==> config.mk <==
export PLATFORM = sky130hd
export DESIGN_NAME = record_serializer
export DESIGN_NICKNAME = d
export VERILOG_FILES = /design/src/rtl/tagger_pkg.sv /design/src/rtl/record_fifo.sv /design/src/rtl/record_serializer.sv
export SDC_FILE = /design/constraint.sdc
export NUM_CORES = 1
export LEC_CHECK = 0
export BUFFER_PORTS_ARGS = -buffer_cell sky130_fd_sc_hd__buf_4
export CAP_MARGIN = 20
export CORE_MARGIN = 2
export CORE_UTILIZATION = 65
export CTS_CLUSTER_SIZE = 25
export DETAILED_ROUTE_END_ITERATION = 12
export GPL_TIMING_DRIVEN = 0
export PLACE_DENSITY_LB_ADDON = 0.15
export SYNTH_ARGS = -nofsm -noshare
export SYNTH_HDL_FRONTEND = slang
export SYNTH_SLANG_ARGS = --single-unit
==> constraint.sdc <==
create_clock -name clk -period 15.25 [get_ports clk]
set_input_delay 1.525 -clock clk [delete_from_list [all_inputs] [get_ports clk]]
set_output_delay 1.525 -clock clk [all_outputs]
set_load 0.1 [all_outputs]
==> src/rtl/tagger_pkg.sv <==
// Shared definitions for the tagger record path: widths, entry layout and serializer states.
package tagger_pkg;

  localparam int unsigned RECORD_W         = 47;
  localparam int unsigned WORD_W           = 16;
  localparam int unsigned WORDS_PER_RECORD = 3;
  localparam int unsigned ENTRY_W          = WORD_W * WORDS_PER_RECORD;

  // Bit positions inside a stored 48-bit entry
  localparam int unsigned LOSS_BIT = 47;
  localparam int unsigned WRAP_BIT = 46;
  localparam int unsigned TYPE_BIT = 45;

  typedef enum logic [1:0] {
    IDLE = 2'd0,
    W0   = 2'd1,
    W1   = 2'd2,
    W2   = 2'd3
  } ser_state_e;

  function automatic logic [ENTRY_W-1:0] make_entry(input logic loss,
                                                    input logic [RECORD_W-1:0] rec);
    return {loss, rec};
  endfunction

endpackage

==> src/rtl/record_fifo.sv <==
// Single-clock FIFO with fall-through read and occupancy count.
module record_fifo
  import tagger_pkg::*;
#(
  parameter int unsigned DEPTH_LOG2 = 4,
  parameter int unsigned WIDTH      = ENTRY_W
) (
  input  logic                  clk,
  input  logic                  rst,
  input  logic                  push_i,
  input  logic [WIDTH-1:0]      data_i,
  input  logic                  pop_i,
  output logic [WIDTH-1:0]      data_o,
  output logic [DEPTH_LOG2:0]   count_o
);

  localparam logic [DEPTH_LOG2:0] FULL_CNT = {1'b1, {DEPTH_LOG2{1'b0}}};

  logic [WIDTH-1:0]      mem [(1 << DEPTH_LOG2)];
  logic [DEPTH_LOG2-1:0] wr_q, rd_q;
  logic [DEPTH_LOG2:0]   count_q;
  logic                  do_push, do_pop;

  assign do_push = push_i && (count_q != FULL_CNT);
  assign do_pop  = pop_i && (count_q != '0);

  always_ff @(posedge clk) begin
    if (do_push) mem[wr_q] <= data_i;
  end

  always_ff @(posedge clk or posedge rst) begin
    if (rst) begin
      wr_q    <= '0;
      rd_q    <= '0;
      count_q <= '0;
    end else begin
      if (do_push) wr_q <= wr_q + 1'b1;
      if (do_pop)  rd_q <= rd_q + 1'b1;
      case ({do_push, do_pop})
        2'b10:   count_q <= count_q + 1'b1;
        2'b01:   count_q <= count_q - 1'b1;
        default: count_q <= count_q;
      endcase
    end
  end

  assign data_o  = mem[rd_q];
  assign count_o = count_q;

endmodule

==> src/rtl/record_serializer.sv <==
// Buffers 47-bit tag records and emits each as three 16-bit words over valid/ack,
// tracking dropped records in a counter and as an in-band loss flag.
module record_serializer
  import tagger_pkg::*;
#(
  parameter int unsigned DEPTH_LOG2 = 4,
  parameter int unsigned LOST_W     = 16
) (
  input  logic                  clk,
  input  logic                  reset,
  input  logic [RECORD_W-1:0]   record_data,
  input  logic                  record_ready,
  output logic [WORD_W-1:0]     word_data,
  output logic                  word_valid,
  input  logic                  word_ack,
  input  logic                  clear_overflow,
  output logic [DEPTH_LOG2:0]   fifo_count,
  output logic [LOST_W-1:0]     lost_count,
  output logic                  overflow
);

  localparam logic [DEPTH_LOG2:0] FULL_CNT = {1'b1, {DEPTH_LOG2{1'b0}}};

  ser_state_e           state_q, state_d;
  logic [ENTRY_W-1:0]   shreg_q, shreg_d, fifo_rd;
  logic                 valid_q, valid_d;
  logic                 pending_q, pending_d;
  logic [LOST_W-1:0]    lost_q, lost_d;
  logic                 ovf_q, ovf_d;
  logic                 full, empty, push, drop, pop;

  // Full test uses the registered count, so a same-cycle pop never frees a slot for a write
  assign full  = (fifo_count == FULL_CNT);
  assign empty = (fifo_count == '0);
  assign push  = record_ready && !full;
  assign drop  = record_ready && full;

  record_fifo #(
    .DEPTH_LOG2 (DEPTH_LOG2),
    .WIDTH      (ENTRY_W)
  ) u_fifo (
    .clk     (clk),
    .rst     (reset),
    .push_i  (push),
    .data_i  (make_entry(pending_q, record_data)),
    .pop_i   (pop),
    .data_o  (fifo_rd),
    .count_o (fifo_count)
  );

  always_ff @(posedge clk or posedge reset) begin
    if (reset) state_q <= IDLE;
    else       state_q <= state_d;
  end

  always_comb begin
    state_d = state_q;
    pop     = 1'b0;
    case (state_q)
      IDLE: if (!empty) begin
        pop     = 1'b1;
        state_d = W0;
      end
      W0: if (word_ack) state_d = W1;
      W1: if (word_ack) state_d = W2;
      W2: if (word_ack) begin
        if (!empty) begin
          pop     = 1'b1;
          state_d = W0;
        end else begin
          state_d = IDLE;
        end
      end
      default: state_d = IDLE;
    endcase
  end

  // Presented word is always the low slice; each ack shifts the next slice down
  always_comb begin
    shreg_d = shreg_q;
    if (pop)
      shreg_d = fifo_rd;
    else if (state_q != IDLE && word_ack)
      shreg_d = shreg_q >> WORD_W;
    valid_d = (state_d != IDLE);
  end

  always_comb begin
    pending_d = pending_q;
    lost_d    = lost_q;
    ovf_d     = ovf_q;
    if (drop)      pending_d = 1'b1;
    else if (push) pending_d = 1'b0;
    if (clear_overflow) begin
      lost_d = '0;
      ovf_d  = 1'b0;
    end
    if (drop) begin
      if (lost_d != '1) lost_d = lost_d + 1'b1;
      ovf_d = 1'b1;
    end
  end

  always_ff @(posedge clk or posedge reset) begin
    if (reset) begin
      shreg_q   <= '0;
      valid_q   <= 1'b0;
      pending_q <= 1'b0;
      lost_q    <= '0;
      ovf_q     <= 1'b0;
    end else begin
      shreg_q   <= shreg_d;
      valid_q   <= valid_d;
      pending_q <= pending_d;
      lost_q    <= lost_d;
      ovf_q     <= ovf_d;
    end
  end

  assign word_data  = shreg_q[WORD_W-1:0];
  assign word_valid = valid_q;
  assign lost_count = lost_q;
  assign overflow   = ovf_q;

endmodule

# Word level (Yosys, flattened, before mapping)
# Memory sizes are Yosys's and may differ from the RTL's.
# Index checks and enable logic that the tools add are counted.
# Widths: inputs -> output; s select.
# word_totals
mem_bits_rw	768
word_cells	59
reg_bits	82
out_inout_bits	39
memories	1
# mem_list
name	depth	width	read_ports	rd_ports_with_merged_regs	wr	line_no	rtl
u_fifo.mem	16	48	1	0	1	record_fifo.sv:19	logic [WIDTH-1:0] mem [(1 << DEPTH_LOG2)];
# classes
n_reduce_logical	15
addsub	5
eq_ne	8
mux	21
# op_table
op	count
$mux 48	2
$mux 16	3
$add 16x1->16 const B	1
$ne 16x16->1 const B	1
$reduce_bool 2->1	6
$pmux 5 s2	1
$mux 1	9
$add 4x1->4 const B	2
$mux 2	4
$pmux 2 s4	1
$eq 2x2->1 const B	3
$add 5x1->5 const B	1
$eq 5x5->1 const B	1
$logic_and 1x1->1	5
$logic_not 5->1	1
$ne 5x5->1 const B	1
$reduce_bool 5->1	1
$sub 5x1->5 const B	1
$eq 2x1->1 const B	2
$logic_not 2->1	1
$pmux 1 s2	1
$logic_not 1->1	1

# Longest topological paths before layout
# Gate-level depths: netlist (run 1).
# logic_depth
depth_word	7
mapped_depth	14
depth_no_buf	11

# Modules after synthesis
# From an unflattened synthesis (run 1), not the netlist that was laid out.
# hier_totals
hier_cells	1877
hier_area_um2	33970.1
# modules_own_cells
module	instances	cells_each	area_per_inst_um2
record_fifo	1	1517	30524.3
record_serializer	1	360	3445.8

# Worst setup path after synthesis (run 1)
# Ideal clock, no wire load.
# synth_path
path_kind	input to register
start	input port record_ready
end	memory u_fifo.mem[3][0] (netlist name), enable pin
setup_time_ps	513
stages	3
path_slack_ps	9220
t_arrival_ps	5518
path_cell_list	a21boi_1 > nand2_1 > nor3_1
# synth_between
elab_chain_cells	4
# synth_lines
item	line_no	rtl
start, declared	record_serializer.sv:12	input logic record_ready,
$logic_and 1x1->1	record_serializer.sv:35	assign push = record_ready && !full;
$logic_and 1x1->1	record_fifo.sv:24	assign do_push = push_i && (count_q != FULL_CNT);
$mux 1	record_fifo.sv:28	if (do_push) mem[wr_q] <= data_i;
$mux 1 (not written as such)	record_fifo.sv:28	
end, declared	record_fifo.sv:19	
# No other way between the ends.

# Worst setup path in the final report (run 1)
# layout_path
start	input port word_ack
end	register u_fifo.count_q[4], in the netlist u_fifo.count_o[4]
# layout_between
elab_chain_cells	5
# layout_lines
item	line_no	rtl
start, declared	record_serializer.sv:15	input logic word_ack,
$mux 1 (*)	record_serializer.sv:66	W2: if (word_ack) begin
$pmux 1 s2 (*)	record_serializer.sv:59	case (state_q)
$logic_and 1x1->1 (*)	record_fifo.sv:25	assign do_pop = pop_i && (count_q != '0);
via u_fifo.do_pop	record_fifo.sv:22	logic do_push, do_pop;
$eq 2x1->1 or $eq 2x2->1 (tied branches)	record_fifo.sv:39	case ({do_push, do_pop})
$pmux 5 s2 or $reduce_bool 2->1 (tied branches)	-	
end signal, assigned	record_fifo.sv:40	2'b10: count_q <= count_q + 1'b1;
end signal, assigned	record_fifo.sv:41	2'b01: count_q <= count_q - 1'b1;
end signal, assigned	record_fifo.sv:42	default: count_q <= count_q;
end, declared	record_fifo.sv:21	logic [DEPTH_LOG2:0] count_q;
# The timed path passes the listed nets; every way through them passes the cells marked *.
# A chain may end at the register's enable or synchronous reset.

==> results of run 1 <==
-- power by group through the flow --
stage	combinational, mW	sequential (mW)	clock [mW]
after floorplan	1.56	3.04	0
after global placement	2.24	3.06	0
after detailed placement	2.37	3.03	0
after CTS	2.40	2.99	2.10
after global routing	2.53	3.02	2.19
final	2.40	3.00	2.08
-- final cells by class --
| cell class | instances | area (sq um) |
|---|---|---|
| antenna | 2 | 5.00 |
| buffer | 107 | 505 |
| clock buffer | 115 | 2370 |
| clock inverter | 37 | 425 |
| fill | 2703 | 11900 |
| inverter | 10 | 40.0 |
| multi-input combinational | 597 | 7410 |
| sequential | 850 | 25100 |
| tap | 672 | 841 |
| timing repair buffer | 138 | 1450 |
-- how the worst max path moves through the flow --
stage                     slack [ns]           endpoint          from  cells past startpoint
after global placement          5.17  u_fifo.mem[2][44]  record_ready                      4
final                          10.69  u_fifo.count_o[4]      word_ack                     13
after global routing           10.49  u_fifo.count_o[4]      word_ack                     13
after detailed placement       10.18  u_fifo.count_o[4]      word_ack                     13
after floorplan                 9.22   u_fifo.mem[3][0]  record_ready                      3
after CTS                      10.82  u_fifo.count_o[4]      word_ack                     13
-- through the flow --
step           hold WS, ns   util  instance area [sq um]  worst slack (ns)  total power, mW
6_report             0.610  0.762                  38200             10.69             7.49
2_1_floorplan        0.546      -                  33000              9.22             4.60
3_5_place_dp         0.607  0.706                  35400             10.18             5.41
5_1_grt              0.639  0.762                  38200             10.49             7.73
4_1_cts              0.616  0.762                  38200             10.82             7.50
3_3_place_gp         0.514  0.689                  34500              5.17             5.30
-- critical path, cell delays in order --
cell      delay [ns]
buf_4           0.12
a21oi_1         0.07
a211oi_1        0.78
buf_2           0.37
buf_2           0.37
ha_1            0.21
clkbuf_1        0.29
xor2_1          0.12
ha_1            0.24
or3b_2          0.45
a211oi_1        0.23
o21bai_1        0.11
xnor2_1         0.14
-- routing by layer --
layer | vias to the layer above | track usage | part of all wire
met1 | 8929 | 0.412 | 0.37
met5 | - | 0 | 0
met4 | 0 | 0.101 | 0.032
met2 | 971 | 0.492 | 0.50
li1 | 6997 | - | -
met3 | 164 | 0.0777 | 0.098
-- flip-flops by register name, indices dropped and copies added, names as in the netlist --
name / cells
shreg_q: 48
u_fifo.wr_q: 4
u_fifo.rd_q: 4
u_fifo.mem: 768
word_valid: 1
u_fifo.count_o: 5
state_q: 2
pending_q: 1
overflow: 1
lost_count: 16
-- Yosys cell counts (14+ instances only) --
cell and n:
nor2_1 32, dfrtp_1 82, a211oi_1 36, buf_2 29
nor2b_1 16, and2_1 34, clkbuf_1 44, ha_1 14
a21oi_1 24, a221oi_1 48, mux2i_1 48, edfxtp_1 768
buf_4 16, buf_1 17, nand2_1 15, o22ai_1 48
mux4_2 192
-- logic make-up (layout without fill, tap and decap cells) --
group           Yosys count  count (layout)  synth area share
flops                   850             850             0.762
mux                     251             251             0.150
compound gates          175             175            0.0378
simple gates            141             141            0.0246
buf+inv                 117             407            0.0165
xor+xnor                 16              16           0.00425
fa+ha+maj                14              14           0.00531
other cells               0               2                 0
==> flow_summary.ini, run 1 <==
[job]
max_cap_violations = 0

[timing]
hold_viol_final = 0
fin_crit_ns = 4.56
relSlewSlack = 0.281
setup_violations = 0
tightest_slew_ns = 1.07
clock_skew_ns = 0.0219
fmax_mhz = 219
setup_tns_ns = 0
rsz0062_at_grt = no
fin_crit_sh = 0.299
slew_viol_final = 0

[clock_tree]
clkTransAtPathRegs_ns = 0.06
root_buffer = clkbuf_16
htree_num_levels = 3
postCtsSetupRepairBufs = 0
cts_tree = yes
cts_inserted_buffers = 84
cts_hold_buf = 0
cts_buffer_depth = 3
clkSinkCount = 850
insertion_delay_ns = 0.63
cts_resized = 0

[yosys]
ys_types = 50
synth_top_area_cell = edfxtp_1
synth_fp_nets = 1630
synth_area_leaders = edfxtp_1, mux4_2, dfrtp_1, mux2i_1, a221oi_1
ys_seq_area_frac = 0.762
synth_area_sq_um = 33000
yosysTopAreaCellShare = 0.700
syn_inst = 1564
ys_ff_latch = 850
async_flop_share = 0.0965
yosysWarnings = 0
synth_flop_cell = edfxtp_1
synth_edf_count = 768
syn_avg_cell_area_sq_um = 21.1

[route]
drtPass1Iterations = 7
avgViaCountPerCell = 6.75
first_iter_violations = 2144
route.vias.total = 17100
postRouteAntennaNets = 0
wl_um = 77200
post_drt_wl_per_cell_um = 30.5
drc = 0

[global_route]
overflow = 0
grt_first_pass_wirelength_um = 114000
grt_start_max_net_pins = 62
grt_antenna_before_repair = 1
track_usage = 0.304
grt_pass1_vias = 17500

[critical_path]
reg2reg_from = state_q[0]
r2r_end = u_fifo.count_o[4]
endpoint_kind = flip-flop
arrival_ns = 5.04
crit_type = input pin to flip-flop
reg2reg_slack_ns = 10.98
crit_fanout = 11
startpoint_type = input pin
worstPathRequired_ns = 15.73
r2r_cells = 14

[floorplan]
fp.dieW_um = 229
die_y_um = 229
fp.coreArea_sq_um = 50100
start_util = 0.658
dieArea_sq_um = 52500
rows = 82
ios = 91

[final_layout]
layout-drive-gt1-share = 0.289
mostFrequentLayoutCell = edfxtp_1
stdcell_count = 2528
layout.nets = 1854
mostFrequentLayoutCells = edfxtp_1, mux4_2, buf_4, clkbuf_16, dfrtp_1
area_growth_pct = 15.8

[power_and_ir_drop]
power_frac_seq = 0.401
p_int_mw = 5.02
p_sw_mw = 2.47
switching_share = 0.330
irDropWorstVdd_uv = 121
pwr-share-comb = 0.320
powerDensity_nw_per_um2 = 196
cellLeakagePower_nw = 12.7
clock_power_share = 0.278

[worst_hold_path]
hold_path_end = overflow
hold_class = flip-flop to flip-flop
hold_start = overflow
hold_depth = 2

[place]
place.gp.congestion = 0.859
place_inst = 2374
port_buffers = 90
dp_hpwl_um = 48700

[run_status]
status = finished, final reports clean
No activity file was read; power rests on OpenSTA's default activity.
==> run 2: changes to the inputs <==
--- a/config.mk
+++ b/config.mk
@@ -8,7 +8,7 @@
 export BUFFER_PORTS_ARGS = -buffer_cell sky130_fd_sc_hd__buf_4
 export CAP_MARGIN = 20
 export CORE_MARGIN = 2
-export CORE_UTILIZATION = 65
+export CORE_UTILIZATION = 56
 export CTS_CLUSTER_SIZE = 25
 export DETAILED_ROUTE_END_ITERATION = 12
 export GPL_TIMING_DRIVEN = 0
==> constraint.sdc (replaced) <==
create_clock -name clk -period 4.1 [get_ports clk]
set_input_delay 0.41 -clock clk [delete_from_list [all_inputs] [get_ports clk]]
set_output_delay 0.41 -clock clk [all_outputs]
set_load 0.1 [all_outputs]
==> flow_summary.ini, run 2 (synthesized netlist as in run 1, its figures left out) <==
[place]
place.gp.congestion = 0.859
place_inst = 2456
dp_hpwl_um = 48800
place_ws_ns = -0.0153
port_buffers = 90

[route]
first_iter_violations = 1728
wl_um = 74000
drtPass1Iterations = 5
post_drt_wl_per_cell_um = 28.3
route.vias.total = 16600
drc = 0
avgViaCountPerCell = 6.35
postRouteAntennaNets = 0

[final_layout]
regMostFlops = u_fifo.mem
mostFrequentLayoutCells = edfxtp_1, mux4_2, buf_4, clkbuf_16, dfrtp_1
diodes = 0
mostFrequentLayoutCell = edfxtp_1
layout.nets = 1846
area_growth_pct = 16.2
largest_reg_flops = 768
final_core_util = 0.661
stdcell_count = 2615
layout-drive-gt1-share = 0.282

[power_and_ir_drop]
p_int_mw = 18.5
power_frac_seq = 0.403
clock_power_share = 0.275
switching_share = 0.331
irDropWorstVdd_uv = 762
powerDensity_nw_per_um2 = 721
cellLeakagePower_nw = 12.6
p_sw_mw = 9.15
pwr-share-comb = 0.322

[timing]
fin_ws_ns = 0.353
tightest_slew_ns = 1.08
setup_tns_ns = 0
fin_crit_ns = 3.75
relSlewSlack = 0.278
rsz0062_at_grt = no
fin_crit_sh = 0.914
clock_skew_ns = 0.0279
slew_viol_final = 0
fmax_mhz = 267
setup_violations = 0
hold_viol_final = 0

[floorplan]
rows = 88
ios = 91
dieArea_sq_um = 60800
die_y_um = 247
fp.coreArea_sq_um = 57900
fp.dieW_um = 247
start_util = 0.569

[clock_tree]
clkSinkCount = 850
insertion_delay_ns = 0.64
clkTransAtPathRegs_ns = 0.06
root_buffer = clkbuf_16
htree_num_levels = 3
cts_buffer_depth = 3
cts_tree = yes
cts_inserted_buffers = 86

[global_route]
grt_start_max_net_pins = 47
overflow = 0
track_usage = 0.251
grt_antenna_before_repair = 4
grt_first_pass_wirelength_um = 110000
grt_pass1_vias = 16900

[job]
max_cap_violations = 0

[run_status]
status = finished, final reports clean

[critical_path]
endpoint_kind = flip-flop
path_cells = inv_1 -> ha_1 -> a21oi_1 -> a211oi_4 -> buf_2 -> buf_2 -> ha_1 -> clkbuf_1 -> xor2_1 -> ha_1 -> or3b_2 -> a211oi_1 -> o21bai_1 -> xnor2_1
cpMostUsedCell = ha_1
crit_type = flip-flop to flip-flop
slowest_stage = or3b_2
arrival_ns = 4.24
cpPeakStageDelay_ns = 0.45
worstPathRequired_ns = 4.60
crit_fanout = 11
startpoint_type = flip-flop

[worst_hold_path]
hold_class = input pin to flip-flop
[run 2: changes by cell type in the layout (fill, tap and decap cells not counted), sizes merged]
cell	delta
dlygate4sd3	+1
inv	+3
clkinv	+11
bufinv	-4
clkbuf	-5
clkinvlp	+1
buf	-11
diode	-2
[run 2: cell type report]
class,instances,area (sq um)
tap,765,957
fill,3787,19600
clock inverter,48,378
sequential,850,25100
timing repair buffer,128,1490
clock buffer,110,2370
buffer,107,505
inverter,10,40.0
multi-input combinational,597,7450
[run 2: metrics by stage]
step	instance area [sq um]	hold WS (ns)	total power, mW
after global routing	38300	0.0511	28.7
after global placement	34600	0.514	19.8
after detailed placement	35500	0.509	20.2
after floorplan	33000	0.509	17.1
after CTS	38300	0.0150	27.8
final	38300	0.0427	27.6
[run 2: final timing paths]
| path | startpoint | end | slack [ns] | cells after the start |
|---|---|---|---|---|
| max | state_q[1] | u_fifo.count_o[4] | 0.35 | 14 |
| min | record_ready | pending_q | 0.04 | 3 |
| max reg2reg | state_q[1] | u_fifo.count_o[4] | 0.35 | 14 |
| min reg2reg | overflow | overflow | 0.57 | 2 |
| max in group asynchronous | reset | shreg_q[34] | 3.06 | 4 |
| min in group asynchronous | reset | lost_count[9] | 0.40 | 3 |
[run 2: timing repair]
item,in CTS,in global routing
hold buffers,1,0
endpoints found under the setup margin,1,1
buffers inserted,0,0
resized for setup,1,1
endpoints found under the hold margin,36,0
pin swaps,0,0
[run 2: worst max-delay path, delay by kind of cell, from the launching register on]
kind	cells	cell delay, ns
compound gates	4	0.79
xor+xnor	2	0.24
fa+ha+maj	3	0.62
buf+inv	4	1.07
flops	1	0.43
simple gates	1	0.45
[run 2: per-layer routing]
metal,share of wire,track usage,wire length [um]
met2,0.48,0.396,35700
met3,0.076,0.0602,5630
met5,0.00059,0,44
met1,0.41,0.351,30300
met4,0.031,0.0829,2310
[run 2: power by group through the flow]
stage | logic, mW | registers, mW | clock network [mW]
floorplan | 5.84 | 11.3 | 0
global placement | 8.47 | 11.3 | 0
detailed placement | 8.92 | 11.3 | 0
CTS | 8.97 | 11.1 | 7.71
global route | 9.44 | 11.2 | 8.05
finish | 8.89 | 11.1 | 7.60
